**src/rtl/vga_pixel_fetch.sv**
```systemverilog
// Framebuffer fetch stage: pulls RGB565 words over a req/ack port into a prefetch
// FIFO and pops them on demand as registered 8-bit-per-channel colour.
module vga_pixel_fetch #(
  parameter int unsigned H_RES      = 640,
  parameter int unsigned V_RES      = 480,
  parameter int unsigned ADDR_BITS  = 19,
  parameter int unsigned FB_BASE    = 0,
  parameter int unsigned FIFO_DEPTH = 16
) (
  input  logic                          clk_50MHz,
  input  logic                          clear,
  input  logic                          frame_start,
  input  logic                          pixel_req,
  output logic                          mem_req,
  output logic [ADDR_BITS-1:0]          mem_addr,
  input  logic                          mem_ack,
  input  logic [15:0]                   mem_data,
  output logic [7:0]                    red_out,
  output logic [7:0]                    green_out,
  output logic [7:0]                    blue_out,
  output logic                          underflow,
  output logic [$clog2(FIFO_DEPTH):0]   fifo_level
);

  localparam int unsigned TOTAL = H_RES * V_RES;
  localparam int unsigned PTR_W = $clog2(FIFO_DEPTH);
  localparam int unsigned LVL_W = PTR_W + 1;
  localparam int unsigned CNT_W = $clog2(TOTAL + 1);

  typedef enum logic [1:0] {IDLE, FILL, DONE} state_t;

  state_t               state_q, state_d;
  logic                 mem_req_q, mem_req_d;
  logic [ADDR_BITS-1:0] addr_q, addr_d;
  logic [CNT_W-1:0]     cnt_q, cnt_d;
  logic [PTR_W-1:0]     wr_ptr_q, wr_ptr_d;
  logic [PTR_W-1:0]     rd_ptr_q, rd_ptr_d;
  logic [LVL_W-1:0]     level_q, level_d;
  logic [23:0]          rgb_q, rgb_d;
  logic                 uf_q, uf_d;
  logic                 push, pop;
  logic [15:0]          head;
  logic [15:0]          fifo_mem [FIFO_DEPTH];

  always_comb begin
    state_d   = state_q;
    addr_d    = addr_q;
    cnt_d     = cnt_q;
    wr_ptr_d  = wr_ptr_q;
    rd_ptr_d  = rd_ptr_q;
    level_d   = level_q;
    rgb_d     = rgb_q;
    uf_d      = uf_q;
    head      = fifo_mem[rd_ptr_q];
    // frame_start masks both the handshake and the pop: the flush must win
    push      = mem_req_q && mem_ack && !frame_start;
    pop       = pixel_req && (level_q != '0) && !frame_start;

    if (frame_start) begin
      state_d  = FILL;
      addr_d   = ADDR_BITS'(FB_BASE);
      cnt_d    = '0;
      wr_ptr_d = '0;
      rd_ptr_d = '0;
      level_d  = '0;
      rgb_d    = '0;
      uf_d     = 1'b0;
    end else begin
      if (push) begin
        wr_ptr_d = wr_ptr_q + PTR_W'(1);
        addr_d   = addr_q + ADDR_BITS'(1);
        cnt_d    = cnt_q + CNT_W'(1);
      end
      if (pop) begin
        rd_ptr_d = rd_ptr_q + PTR_W'(1);
        rgb_d    = {head[15:11], head[15:13], head[10:5], head[10:9],
                    head[4:0], head[4:2]};
      end else if (pixel_req) begin
        rgb_d = '0;
        uf_d  = 1'b1;
      end
      if (push && !pop) begin
        level_d = level_q + LVL_W'(1);
      end else if (pop && !push) begin
        level_d = level_q - LVL_W'(1);
      end
      if (state_q == FILL && cnt_d == CNT_W'(TOTAL)) begin
        state_d = DONE;
      end
    end

    // Request is registered from next-state values, so it stays stable until ack
    mem_req_d = (state_d == FILL) && (level_d < LVL_W'(FIFO_DEPTH)) &&
                (cnt_d < CNT_W'(TOTAL));
  end

  always_ff @(posedge clk_50MHz or posedge clear) begin
    if (clear) begin
      state_q   <= IDLE;
      mem_req_q <= 1'b0;
      addr_q    <= ADDR_BITS'(FB_BASE);
      cnt_q     <= '0;
      wr_ptr_q  <= '0;
      rd_ptr_q  <= '0;
      level_q   <= '0;
      rgb_q     <= '0;
      uf_q      <= 1'b0;
    end else begin
      state_q   <= state_d;
      mem_req_q <= mem_req_d;
      addr_q    <= addr_d;
      cnt_q     <= cnt_d;
      wr_ptr_q  <= wr_ptr_d;
      rd_ptr_q  <= rd_ptr_d;
      level_q   <= level_d;
      rgb_q     <= rgb_d;
      uf_q      <= uf_d;
    end
  end

  always_ff @(posedge clk_50MHz) begin
    if (push) begin
      fifo_mem[wr_ptr_q] <= mem_data;
    end
  end

  assign mem_req    = mem_req_q;
  assign mem_addr   = addr_q;
  assign red_out    = rgb_q[23:16];
  assign green_out  = rgb_q[15:8];
  assign blue_out   = rgb_q[7:0];
  assign underflow  = uf_q;
  assign fifo_level = level_q;

endmodule

```
**config.mk**
```make
export PLATFORM = sky130hd
export DESIGN_NAME = vga_pixel_fetch
export DESIGN_NICKNAME = d
export VERILOG_FILES = /design/src/rtl/vga_pixel_fetch.sv
export SDC_FILE = /design/constraint.sdc
export NUM_CORES = 1
export LEC_CHECK = 0
export ABC_AREA = 0
export CAP_MARGIN = 20
export CORE_UTILIZATION = 40
export CTS_BUF_LIST = sky130_fd_sc_hd__clkbuf_4 sky130_fd_sc_hd__clkbuf_8 sky130_fd_sc_hd__clkbuf_16
export DETAILED_ROUTE_END_ITERATION = 8
export DONT_BUFFER_PORTS = 1
export GPL_TIMING_DRIVEN = 0
export PLACE_DENSITY = 0.63
export SLEW_MARGIN = 20
export SYNTH_ARGS = -nofsm -noshare
export SYNTH_HDL_FRONTEND = slang
export SYNTH_SLANG_ARGS = --single-unit
```
**constraint.sdc**
```tcl
create_clock -name clk_50MHz -period 6.7 [get_ports clk_50MHz]
set_input_delay 1.675 -clock clk_50MHz [delete_from_list [all_inputs] [get_ports clk_50MHz]]
set_output_delay 1.675 -clock clk_50MHz [all_outputs]
set_load 0.005 [all_outputs]
```
==> impl_metrics.json <==
{
  "synthTopCellsByArea": "edfxtp_1 (57%), mux4_2 (13%), dfrtp_1 (13%)",
  "critical_path.top_delay_family": "simple AND/OR/NAND/NOR gates",
  "finalSetupViolations": 0,
  "crit_arrival_ns": 3.65,
  "die_height_um": 186,
  "powerDensity_nw_per_um2": 325,
  "cpPeakStageDelay_ns": 0.59,
  "path_buf_inv": 0,
  "fp.dieArea_um2": 34500,
  "cpMaxStageDelayCell": "nor4_4",
  "synth_ff_type": "edfxtp_1",
  "grt_util_all_layers": 0.177,
  "netlist_area_um2": 13500,
  "cap_violations": 0,
  "first_iter_violations": 759,
  "cts.sinks": 327,
  "grt_pass1_wl_mm": 44.3,
  "core_um2": 32900,
  "finalCritPeriodShare": 0.478,
  "slew_headroom": 0.239,
  "dpl.hpwl_mm": 17.7,
  "cts-root-buf": "clkbuf_16",
  "clk_pin_slew_worst_paths_ns": 0.06,
  "cts_tree": "yes",
  "synth_nets": 784,
  "ff_latch_area_um2": 9460,
  "start_util": 0.411,
  "synth_top_area_frac": 0.569,
  "drc": 0,
  "final.setup.tns_ns": 0,
  "grt_start_max_net_pins": 38,
  "min_period_ns": 3.20,
  "clock_path_buffers": 3,
  "criticalPathCategory": "in2reg",
  "gp_congestion": 0.810,
  "seq_area_frac_synth": 0.701,
  "status": "finished, final reports clean",
  "synth_commonest_cells": "edfxtp_1 (256), mux4_2 (80), dfrtp_1 (71)",
  "htreeDepth": 1,
  "multi_input_area_um2": 3760,
  "total_power_mw": 4.92,
  "yosysMostFrequentCell": "edfxtp_1",
  "portBuffers": 0,
  "overflow": 0,
  "vias": 7013,
  "worst-path-max-fanout": 8,
  "drt-pass1-iter-count": 5,
  "syn_to_final_growth_pct": 12.3,
  "fin_util": 0.461,
  "yosys_warnings": 0,
  "start_kind": "input port",
  "wl_mm": 29.7,
  "avgSynthCellArea_um2": 17.9,
  "postPlaceCellArea_um2": 14100,
  "crit_chain": "nand3b_4 -> nor4_4 -> mux2_2 -> a221oi_1 -> nor4_1 -> a221oi_1",
  "rsz0062_at_grt": "no",
  "insertedDiodeCount": 0,
  "p_leak_nw": 5.04,
  "row_count": 66,
  "viasPerCell": 5.58,
  "postLayoutCellArea_um2": 15200,
  "fill_cells": 2874,
  "nets": 819,
  "grt_pass1_vias": 6976,
  "synth_edf_count": 256,
  "top_level_ports": 71,
  "yosysUniqueCellTypes": 61,
  "clkLatencyLatePin_ns": 0.58,
  "fmaxAchievable_mhz": 312,
  "synth_top_area_cell": "edfxtp_1",
  "syn_inst": 754,
  "worst_pin_slew_ns": 1.14,
  "drv_slew": 0,
  "wl_per_cell_um": 23.7,
  "ant_nets": 0,
  "numCtsBuffers": 31,
  "cts_setup_buffers": 0,
  "antenna_found_initial": 0,
  "cp-end-kind": "flip-flop",
  "cp.required_ns": 7.15,
  "min_path_type": "reg2reg",
  "cts-hold-fix-buffers": 0,
  "synth-async-reset-ratio": 0.217,
  "cts_resized": 0,
  "ys_seq_elements": 327,
  "path_common_cell": "a221oi_1",
  "drive_gt1_frac": 0.225,
  "clock_skew_ns": 0.0119,
  "die_x_um": 186,
  "hold_violations": 0,
  "vdd_drop_max_v": 0.000220
}
==> cell usage in the layout, fill, tap and decap left out, drive strengths merged, types with 16 or more instances in the layout <==
| cell type | count |
|---|---|
| edfxtp | 256 |
| dfrtp | 71 |
| xor2 | 27 |
| xnor2 | 16 |
| clkbuf | 64 |
| a32o | 16 |
| buf | 27 |
| nand2 | 31 |
| nor2 | 52 |
| and2 | 20 |
| mux4 | 80 |
==> registers in the layout, indices dropped and copies added (netlist names) <==
| signal | count |
|---|---|
| cnt_q | 19 |
| fifo_mem | 256 |
| state_q | 2 |
| rgb_q | 16 |
| fifo_level | 5 |
| mem_req | 1 |
| wr_ptr_q | 4 |
| underflow | 1 |
| rd_ptr_q | 4 |
| mem_addr | 19 |
==> kinds of logic after synthesis <==
logic type,share of synthesized area
mux,0.136
flops,0.701
compound gates,0.0354
fa+ha+maj,0.00834
simple gates,0.0703
xor+xnor,0.0279
buf+inv,0.0210
==> path summary, 6_finish.rpt <==
check	start	endpoint	slack, ns	depth (start not counted)
max in group asynchronous	clear	mem_addr[13]	5.11	2
max	frame_start	mem_req	3.50	6
min reg2reg	state_q[0]	state_q[0]	0.52	1
min in group asynchronous	clear	rgb_q[12]	1.00	1
min	state_q[0]	state_q[0]	0.52	1
max reg2reg	rd_ptr_q[1]	rgb_q[6]	3.63	5
==> report_power, final <==
part           switching, mW  internal [mW]
registers             0.0571           2.24
clock network          0.755           1.05
logic                  0.400          0.420
==> cell type report <==
| cell class | instances | area share |
|---|---|---|
| plain buffers | 43 | 0.0154 |
| clock buffers | 46 | 0.0618 |
| clock inverters | 12 | 0.00825 |
| inverters | 14 | 0.00363 |
| multi-input cells | 370 | 0.248 |
| flip-flops and latches | 327 | 0.624 |
| well taps | 442 | 0.0365 |
| repair buffers | 2 | 0.00231 |
==> metal layers <==
| metal | up-vias | routed length [um] | track usage |
|---|---|---|---|
| met5 | - | 0 | 0 |
| met4 | 0 | 819 | 0.0508 |
| met3 | 52 | 2040 | 0.0407 |
| met2 | 233 | 13600 | 0.268 |
| met1 | 3682 | 13300 | 0.256 |
| li1 | 3046 | - | - |
==> per-stage QoR <==
stage                     std cells  hold WS [ns]  setup slack, ns
after global placement         1196         0.487             2.16
final                          1256         0.517             3.50
after detailed placement       1198         0.495             2.88
after CTS                      1256         0.511             3.49
after global routing           1256         0.538             3.38
after floorplan                 754         0.472             3.23
Note: power is estimated with default switching activity, not from simulation.
